### config.mk
export PLATFORM = sky130hd
export DESIGN_NAME = lanectrl_dly_step_sequencer
export DESIGN_NICKNAME = d
export VERILOG_FILES = /design/src/rtl/lanectrl_seq_pkg.sv /design/src/rtl/lanectrl_dly_ofs_cnt.sv /design/src/rtl/lanectrl_dly_step_sequencer.sv
export SDC_FILE = /design/constraint.sdc
export NUM_CORES = 1
export LEC_CHECK = 0
export ABC_AREA = 1
export BUFFER_PORTS_ARGS = -buffer_cell sky130_fd_sc_hd__buf_2
export CAP_MARGIN = 5
export CORE_MARGIN = 2
export CORE_UTILIZATION = 50
export CTS_CLUSTER_DIAMETER = 80
export DETAILED_ROUTE_END_ITERATION = 8
export GPL_TIMING_DRIVEN = 0
export MAX_ROUTING_LAYER = met4
export PLACE_DENSITY = 0.7
export SLEW_MARGIN = 0
export SYNTH_ARGS = -nofsm -noshare
export SYNTH_HDL_FRONTEND = slang
export SYNTH_SLANG_ARGS = --single-unit
### constraint.sdc
create_clock -name FAB_CLK -period 2.6 [get_ports FAB_CLK]
set_clock_uncertainty 0.15 [all_clocks]
set_input_delay 0.39 -clock FAB_CLK [delete_from_list [all_inputs] [get_ports FAB_CLK]]
set_output_delay 0.39 -clock FAB_CLK [all_outputs]
set_load 0.005 [all_outputs]
### src/rtl/lanectrl_seq_pkg.sv
// Shared types and helpers for the lane-controller delay-step sequencer.
package lanectrl_seq_pkg;
  localparam int   OFS_W  = 9;
  localparam logic SEL_RX = 1'b0;
  localparam logic SEL_TX = 1'b1;

  typedef enum logic [2:0] {
    S_IDLE, S_SETUP, S_MOVE, S_GAP, S_LOAD, S_HOLD, S_FIN
  } seq_state_e;

  // Clamp a tap offset to the symmetric range +/-lim.
  function automatic int ofs_sat(input int v, input int lim);
    if (v > lim) return lim;
    if (v < -lim) return -lim;
    return v;
  endfunction
endpackage

### src/rtl/lanectrl_dly_ofs_cnt.sv
// Signed saturating up/down tap-offset counter with synchronous clear.
module lanectrl_dly_ofs_cnt
  import lanectrl_seq_pkg::*;
#(
  parameter int W = OFS_W
) (
  input  logic         gclk,
  input  logic         grst_n,
  input  logic         step,
  input  logic         up,
  input  logic         clr,
  output logic [W-1:0] ofs
);
  localparam int LIM = (1 << (W - 1)) - 1;

  int cur, nxt;

  always_comb begin
    cur = int'($signed(ofs));
    nxt = cur;
    if (clr)       nxt = 0;
    else if (step) nxt = ofs_sat(up ? cur + 1 : cur - 1, LIM);
  end

  always_ff @(posedge gclk or negedge grst_n)
    if (!grst_n) ofs <= '0;
    else         ofs <= W'(nxt);
endmodule

### src/rtl/lanectrl_dly_step_sequencer.sv
// Turns training step/load requests into paused delay-line MOVE/LOAD pulses for one lane.
module lanectrl_dly_step_sequencer
  import lanectrl_seq_pkg::*;
#(
  parameter int PAUSE_SETUP = 4,
  parameter int MOVE_GAP    = 2,
  parameter int PAUSE_HOLD  = 4,
  parameter int OFS_W       = 9
) (
  input  logic             FAB_CLK,
  input  logic             RESET_N,
  input  logic             REQ_VALID,
  output logic             REQ_READY,
  input  logic             REQ_LOAD,
  input  logic             REQ_SEL,
  input  logic             REQ_DIR,
  input  logic [7:0]       REQ_CNT,
  output logic             DONE,
  output logic             ERR,
  output logic [7:0]       MOVED,
  output logic [OFS_W-1:0] RX_OFS,
  output logic [OFS_W-1:0] TX_OFS,
  output logic             DELAY_LINE_SEL,
  output logic             DELAY_LINE_DIRECTION,
  output logic             DELAY_LINE_LOAD,
  output logic             DELAY_LINE_MOVE,
  output logic             HS_IO_CLK_PAUSE,
  input  logic             RX_DELAY_LINE_OUT_OF_RANGE,
  input  logic             TX_DELAY_LINE_OUT_OF_RANGE
);
  localparam logic [7:0] SETUP_W = 8'(PAUSE_SETUP);
  localparam logic [7:0] GAP_W   = 8'(MOVE_GAP - 1);
  localparam logic [7:0] HOLD_W  = 8'(PAUSE_HOLD - 1);

  seq_state_e               state;
  logic [7:0]               wcnt, cnt_q;
  logic                     load_q, oor_sel, last_move;
  logic [1:0][OFS_W-1:0]    ofs;

  assign oor_sel   = DELAY_LINE_SEL ? TX_DELAY_LINE_OUT_OF_RANGE : RX_DELAY_LINE_OUT_OF_RANGE;
  assign last_move = ({1'b0, MOVED} + 9'd1) == {1'b0, cnt_q};

  always_ff @(posedge FAB_CLK or negedge RESET_N)
    if (!RESET_N) begin
      state                <= S_IDLE;
      REQ_READY            <= 1'b1;
      DONE                 <= 1'b0;
      ERR                  <= 1'b0;
      MOVED                <= '0;
      DELAY_LINE_SEL       <= 1'b0;
      DELAY_LINE_DIRECTION <= 1'b0;
      DELAY_LINE_LOAD      <= 1'b0;
      DELAY_LINE_MOVE      <= 1'b0;
      HS_IO_CLK_PAUSE      <= 1'b0;
      wcnt                 <= '0;
      cnt_q                <= '0;
      load_q               <= 1'b0;
    end else begin
      DONE            <= 1'b0;
      DELAY_LINE_MOVE <= 1'b0;
      DELAY_LINE_LOAD <= 1'b0;
      case (state)
        S_IDLE: if (REQ_VALID) begin
          DELAY_LINE_SEL       <= REQ_SEL;
          DELAY_LINE_DIRECTION <= REQ_DIR;
          load_q               <= REQ_LOAD;
          cnt_q                <= REQ_CNT;
          MOVED                <= '0;
          ERR                  <= 1'b0;
          REQ_READY            <= 1'b0;
          if (!REQ_LOAD && REQ_CNT == 8'd0) begin
            state <= S_FIN;
            DONE  <= 1'b1;
          end else begin
            state           <= S_SETUP;
            HS_IO_CLK_PAUSE <= 1'b1;
            wcnt            <= SETUP_W;
          end
        end
        // Final SETUP cycle samples the flag so an out-of-range line never sees a MOVE.
        S_SETUP: begin
          if (oor_sel && !load_q) ERR <= 1'b1;
          if (wcnt != 8'd0) wcnt <= wcnt - 8'd1;
          else if (load_q) begin
            state           <= S_LOAD;
            DELAY_LINE_LOAD <= 1'b1;
          end else if (ERR || oor_sel) begin
            state <= S_HOLD;
            wcnt  <= HOLD_W;
          end else begin
            state           <= S_MOVE;
            DELAY_LINE_MOVE <= 1'b1;
          end
        end
        S_MOVE: begin
          MOVED <= MOVED + 8'd1;
          state <= last_move ? S_HOLD : S_GAP;
          wcnt  <= last_move ? HOLD_W : GAP_W;
        end
        S_GAP: begin
          if (oor_sel) begin
            ERR   <= 1'b1;
            state <= S_HOLD;
            wcnt  <= HOLD_W;
          end else if (wcnt != 8'd0) wcnt <= wcnt - 8'd1;
          else begin
            state           <= S_MOVE;
            DELAY_LINE_MOVE <= 1'b1;
          end
        end
        S_LOAD: begin
          state <= S_HOLD;
          wcnt  <= HOLD_W;
        end
        S_HOLD: begin
          if (wcnt != 8'd0) wcnt <= wcnt - 8'd1;
          else begin
            state           <= S_FIN;
            HS_IO_CLK_PAUSE <= 1'b0;
            DONE            <= 1'b1;
          end
        end
        S_FIN: begin
          state     <= S_IDLE;
          REQ_READY <= 1'b1;
        end
        default: state <= S_IDLE;
      endcase
    end

  for (genvar l = 0; l < 2; l++) begin : g_line
    lanectrl_dly_ofs_cnt #(.W(OFS_W)) u_ofs (
      .gclk   (FAB_CLK),
      .grst_n (RESET_N),
      .step   (state == S_MOVE && DELAY_LINE_SEL == 1'(l)),
      .up     (DELAY_LINE_DIRECTION),
      .clr    (state == S_LOAD && DELAY_LINE_SEL == 1'(l)),
      .ofs    (ofs[l])
    );
  end

  assign RX_OFS = ofs[SEL_RX];
  assign TX_OFS = ofs[SEL_TX];
endmodule
== Word level (Yosys, flattened, before mapping) ==
Index checks and enable logic that the tools add are counted.
Word-level totals
  output and inout port bits: 34
  register bits: 54
  logic and storage cells: 140
Cells by class
  mux-type cells: 71
  bitwise logic cells: 1
  eq/ne operators: 16
  add/subtract/negate cells: 7
  reductions and logical operators: 26
  magnitude comparators: 4
Operators by type and width (number)
  $mux W9: 10
  $mux W8: 10
  $gt A32 B9 Y1 const B: 2
  $lt A32 B9 Y1 const B: 2
  $mux W32: 2
  $pmux W8 S6: 1
  $mux W1: 31
  $mux W3: 9
  $add A9 B2 Y10 const B: 2
  $sub A9 B2 Y10 const B: 2
  $pmux W3 S6: 1
  $pmux W8 S2: 1
  $ne A2 B2 Y1 const B: 6
  $reduce_and A4 Y1: 3
  $reduce_bool A2 Y1: 5
  $add A8 B1 Y9 const B: 1
  $eq A3 B3 Y1 const B: 3
  $eq A9 B8 Y1: 1
  $ne A3 B3 Y1 const B: 3
  $add A8 B1 Y8 const B: 1
  $logic_not A8 Y1: 1
  $pmux W1 S2: 4
  $reduce_bool A8 Y1: 1
  $sub A8 B1 Y8 const B: 1
  other kinds (13): 22

== Depth between registers and ports, before layout ==
  depth after elaboration: 13
  gate-level depth with buffers: 16
  mapped depth without buffers: 16

== Modules after synthesis ==
Synthesis repeated with hierarchy kept, for this count alone.
Second synthesis, totals
  cells, all modules: 574
  area total of the unflattened synthesis: 4115.2 um^2
By module, submodules not included
  lanectrl_dly_step_sequencer: area an instance 2280.9 um^2, cells an instance 314, times used 1
  lanectrl_dly_ofs_cnt: area an instance 917.1 um^2, cells an instance 130, times used 2

== Least setup slack after synthesis ==
No wires, ideal clock.
  path type: register to register
  start: register DELAY_LINE_DIRECTION
  end: register g_line[1].u_ofs.ofs[0]
  arrival: 2.025 ns
  buffers on the path: 0
  library setup time: 0.119 ns
  cell stages (with the launch flop): 17
  path slack: 0.306 ns
  path through: dfrtp_1 -> inv_1 -> ha_1 -> nand2_1 -> inv_1 -> a21oi_1 -> nand2_1 -> nand2_1 -> nand2_1 -> nand2_1 -> inv_1 -> nand2_1 -> nand2_1 -> nand2_1 -> nand2_1 -> nand2_1 -> nand2_1
On the way
  longest elaborated chain between the ends: 10
  elaborated cells between the ends (all ways): 16
Ends and longest elaborated chain
  start, declared: RTL line lanectrl_dly_step_sequencer.sv:24  | output logic DELAY_LINE_DIRECTION,
  start signal, assigned: RTL line lanectrl_dly_step_sequencer.sv:51  | DELAY_LINE_DIRECTION <= 1'b0;
  start signal, assigned: RTL line lanectrl_dly_step_sequencer.sv:65  | DELAY_LINE_DIRECTION <= REQ_DIR;
  $mux W32 (*): RTL line lanectrl_dly_ofs_cnt.sv:22  | else if (step) nxt = ofs_sat(up ? cur + 1 : cur - 1, LIM);
  $lt A32 B9 Y1: RTL line lanectrl_seq_pkg.sv:14  | if (v < -lim) return -lim;
  $mux W1 (2 in a row): RTL line lanectrl_seq_pkg.sv:14
  $mux W1: RTL line lanectrl_dly_ofs_cnt.sv:22
  $mux W1: RTL line lanectrl_dly_ofs_cnt.sv:21  | if (clr) nxt = 0;
  $mux W9: RTL line lanectrl_seq_pkg.sv:15  | return v;
  $mux W9 (*): RTL line lanectrl_seq_pkg.sv:14
  $mux W9 (*): RTL line lanectrl_dly_ofs_cnt.sv:22
  $mux W9 (*): RTL line lanectrl_dly_ofs_cnt.sv:21
  end signal, assigned: RTL line lanectrl_dly_ofs_cnt.sv:27  | else ofs <= W'(nxt);
  end, declared: RTL line lanectrl_dly_ofs_cnt.sv:12  | output logic [W-1:0] ofs
Every way passes the cells marked *; elsewhere a longest branch is shown, timed or not. The select of a mux whose other input is x is not followed.
A chain may end at the register's enable or synchronous reset.

== Worst setup path after layout ==
  start: register DELAY_LINE_DIRECTION
  end: register g_line[0].u_ofs.ofs[0]
On the way
  longest elaborated chain between the ends: 10
  elaborated cells between the ends (all ways): 16
Ends and longest elaborated chain (RTL line)
  $mux W32 (*): lanectrl_dly_ofs_cnt.sv:22
  $lt A32 B9 Y1: lanectrl_seq_pkg.sv:14
  $mux W1 (2 in a row): lanectrl_seq_pkg.sv:14
  $mux W1: lanectrl_dly_ofs_cnt.sv:22
  $mux W1: lanectrl_dly_ofs_cnt.sv:21
  $mux W9: lanectrl_seq_pkg.sv:15
  $mux W9 (*): lanectrl_seq_pkg.sv:14
  $mux W9 (*): lanectrl_dly_ofs_cnt.sv:22
  $mux W9 (*): lanectrl_dly_ofs_cnt.sv:21
  end signal, assigned: lanectrl_dly_ofs_cnt.sv:27
  end, declared: lanectrl_dly_ofs_cnt.sv:12
Marks and branches as above.

==> summary.md <==
| Metric | Value |
|---|---|
| Delay-heaviest family, CP | `simple AND/OR/NAND/NOR gates` |
| Post-synth EDFFs | `0` |
| Asr flop ratio synth | `100%` |
| CTS Buffer Depth | `2` |
| Critical Path Source Type | `flip-flop` |
| WHS | `between 0.15 and 0.2 ns` |
| Final period utilization | `between 90% and 100%` |
| Initial antenna violation count | `0` |
| CTS tree | `built` |
| Most used cell, CP | `nand2_1` |
| Crit-path cells | `clkinvlp_4 > buf_4 > ha_1 > nand2_1 > nand2_1 > a21oi_2 > nand2_1 > nand2_1 > nand2_1 > nand2_1 > inv_1 > nand2_1 > nand2_1 > nand2_4 > nand2_1 > nand2_1 > nand2_1` |
| Post-DR wirelength/cell | `12.5 µm` |
| Setup TNS | `0 ns` |
| Flops & latches, synth | `54` |
| Die W | `92.2 µm` |
| Number of max-cap violations | `0` |
| Root buffer cell | `clkbuf_8` |
| Number of remaining DRC errors | `0` |
| Top_reg_cell synth | `dfrtp_1` |
| Placed cell area | `4270 µm²` |
| Initial DRT Pass Iterations | `5` |
| Worst path required time | `2.66 ns` |
| Worst vdd ir | `0.427 mV` |
| Number of nets in the layout | `just under 700` |
| Reg-to-Reg Start | `DELAY_LINE_DIRECTION$_DFFE_PN0P_` |
| Fin. Hold Viols | `0` |
| Worst path bufs/invs | `3` |
| Vias post-DR | `~3,800` |
| Die Y | `slightly above 90 µm` |
| Number of global-route vias before repair | `around 3,600` |
| Gpl congestion | `0.919` |
| Drt total wl | `about 9000 µm` |
| CP startpoint | `DELAY_LINE_DIRECTION$_DFFE_PN0P_` |
| Synthesized cell area | `3890 µm²` |
| DP Wirelength | `6990 µm` |
| Starting density of the core | `50.9%` |
| Fillers | `750` |
| Register area share after synthesis | `a little over a third` |
| Critical path data arrival time | `2.42 ns` |
| H-tree depth | `2` |
| Crit-path slowest cell | `dfrtp_1` |
| CTS buffer count | `5` |
| Synth Warn # | `0` |
| Setup slack, reg-to-reg | `about 0.24 ns` |
| Worst skew pair latency | `0.31 ns` |
| Core area | `7650 µm²` |
| Max-slew headroom | `66.9%` |
| Largest net degree at the start of global routing | `between 50 and 60` |
| Total power | `0.00570 W` |
| Synth top area share | `about a third` |
| Cell count along the critical path | `17` |
| Syn avg cell area | `6.77 µm²` |
| Pleak | `2.56 nW` |
| ANT cells | `0` |
| Port Buffers | `between 40 and 50` |
| I/O pin total | `50` |
| Critical path's largest stage delay | `0.41 ns` |
| R2R cell count | `17` |
| Die area | `8510 µm²` |
| Worst-path clk slew | `0.10 ns` |
| Net Count, Synth | `a little over 600` |
| Grt total ovfl | `0` |
| Critical R2R Capture | `g_line[0].u_ofs.ofs[0]$_DFFE_PN0P_` |
| CP Class | `flip-flop to flip-flop` |
| Number of distinct library cells after synthesis | `35` |
| Row count | `32` |
| Biggest area consumer among synthesized cells | `dfrtp_1` |
| Endpoint type of the worst setup path | `flip-flop` |
| Fmax | `0.424 GHz` |
| Post-synthesis cell count | `575` |
| Critical path capture point | `g_line[0].u_ofs.ofs[0]$_DFFE_PN0P_` |
| Vias per Instance | `5.18` |
| Final setup violation count | `0` |
| First-pass GRT wire length | `~16,000 µm` |
| Antenna-violating nets left | `0` |
| Initial DRC Count | `219` |
| Hold crit path type | `input pin to flip-flop` |
| Fin area | `4500 µm²` |
| Crit Path Max Fanout | `9` |
| GRT Resource Usage Total | `about a quarter` |
| Final min period | `~2.4 ns` |
| Area Growth Syn to Fin | `15.6%` |
| Share of cells above drive strength 1 | `about 15%` |
| RSZ-0062 raised after global routing | `yes` |
| Power Density | `~1300 nW/µm²` |
| Area contributors post-synth | `dfrtp_1 34%, nand2_1 20%, inv_1 7.7%` |
| Slew Limit Fails | `0` |
| Worst Tran Pin Value | `0.497 ns` |
| Clock sink count | `54` |
| Status | `finished clean` |
## metrics by stage
| step | util [%] | instances | worst slack (ns) |
|---|---|---|---|
| floorplan | - | 575 | 0.306 |
| global route | 58.9 | 740 | -0.00626 |
| CTS | 57.7 | 737 | 0.0966 |
| detailed placement | 55.8 | 726 | -0.183 |
| global placement | 55.8 | 726 | -0.150 |
| finish | 58.9 | 740 | 0.240 |
## synthesized netlist by cell type, types with 2 or more instances
cell type / instances
nor3_1: 7
o21ai_0: 23
xor2_1: 5
o211ai_1: 2
inv_2: 13
o21a_1: 2
a21oi_1: 21
ha_1: 22
nand3b_1: 7
o31ai_1: 2
inv_1: 80
a22o_1: 2
nor2_2: 2
nand3_1: 57
nand2_1: 205
fa_1: 2
nand4_1: 9
nor2_1: 37
nor2_4: 2
dfrtp_1: 53
o22ai_1: 5
clkbuf_1: 2
nor3_4: 2
and3_1: 2
## worst min path at each step
stage,startpoint,endpoint,cells after the start
2_1_floorplan,RESET_N,DELAY_LINE_DIRECTION$_DFFE_PN0P_,0
3_3_place_gp,cnt_q[3]$_DFFE_PN0P_,cnt_q[3]$_DFFE_PN0P_,2
3_5_place_dp,wcnt[1]$_DFFE_PN0P_,wcnt[1]$_DFFE_PN0P_,2
4_1_cts,REQ_CNT[0],cnt_q[0]$_DFFE_PN0P_,3
5_1_grt,REQ_DIR,DELAY_LINE_DIRECTION$_DFFE_PN0P_,3
6_report,REQ_CNT[1],cnt_q[1]$_DFFE_PN0P_,3
## layer usage
metal  part of all wire (%)  GRT usage, %  wire length, µm  up-vias
met4                    1.3          5.60              121        0
li1                       -             -                -     1984
met1                     48          31.6             4460     1763
met3                    3.3          3.04              310       10
met2                     47          39.2             4380       77
met5                      0             -                0        -
## power by group
| part | total [W] | internal [W] | switching [W] |
|---|---|---|---|
| sequential | 0.00151 | 0.00117 | 0.000342 |
| clock | 0.000520 | 0.000245 | 0.000276 |
| combinational | 0.00367 | 0.00140 | 0.00227 |
| total | 0.00570 | 0.00281 | 0.00288 |
## layout make-up
type,count,area [µm²],share of cell area [%]
Multi-Input combinational cell,426,2240,49.7
Sequential cell,54,1350,30.0
Inverter,93,353,7.84
Timing Repair Buffer,55,318,7.06
Tap cell,102,128,2.83
Clock buffer,7,96.3,2.14
Clock inverter,1,8.76,0.195
Buffer,2,7.51,0.167
## registers in the layout, summed over array words and instances, names as in the netlist
name / count
state: 3
DELAY_LINE_LOAD: 1
wcnt: 8
DONE: 1
DELAY_LINE_DIRECTION: 1
DELAY_LINE_MOVE: 1
REQ_READY: 1
cnt_q: 8
g_line.u_ofs.ofs: 18
DELAY_LINE_SEL: 1
MOVED: 8
load_q: 1
ERR: 1
HS_IO_CLK_PAUSE: 1
## kinds of logic after synthesis
family                     after synthesis  share of synthesized area (%)
and+or+nand+nor                        335                           37.4
buffers and inverters                   95                           9.16
AOI/OAI and AO/OA                       61                           9.25
DFF                                     54                           34.7
adders and majority gates               24                           8.10
xor gates and xnor gates                 6                           1.35
## what timing repair did
item | 4_1_cts | 5_1_grt
setup endpoints to repair | 16 | 16
setup buffers | 3 | 1
resized for setup | 1 | 11
endpoints found under the hold margin | 0 | 13
hold buffers | 0 | 1
## worst register-to-register path, cell delays in order, from the launching register on
cell and delay [ns]:
dfrtp_1 0.41, clkinvlp_4 0.14, buf_4 0.19, ha_1 0.35, nand2_1 0.10, nand2_1 0.09
a21oi_2 0.14, nand2_1 0.06, nand2_1 0.08, nand2_1 0.07, nand2_1 0.06, inv_1 0.03
nand2_1 0.04, nand2_1 0.07, nand2_4 0.11, nand2_1 0.06, nand2_1 0.05, nand2_1 0.04
## cell usage in the layout (no fill, tap or decap), types with 2 or more instances in the layout
cell,count
o31ai_1,2
fa_1,2
dfrtp_1,53
clkbuf_8,7
nand3_2,3
inv_1,79
nor2_1,36
nand3_1,55
nand4_1,9
o21ai_0,23
a22o_1,2
nand2_1,203
buf_12,2
ha_1,21
a21oi_1,20
o22ai_1,5
nor2_4,4
nor3_4,2
nor3_1,7
inv_2,13
o211ai_1,2
clkbuf_1,2
and3_1,2
buf_2,49
nand3b_1,7
nand2_4,2
o21a_1,2
xor2_1,5
buf_4,3
(Power assumes the default switching activity.)
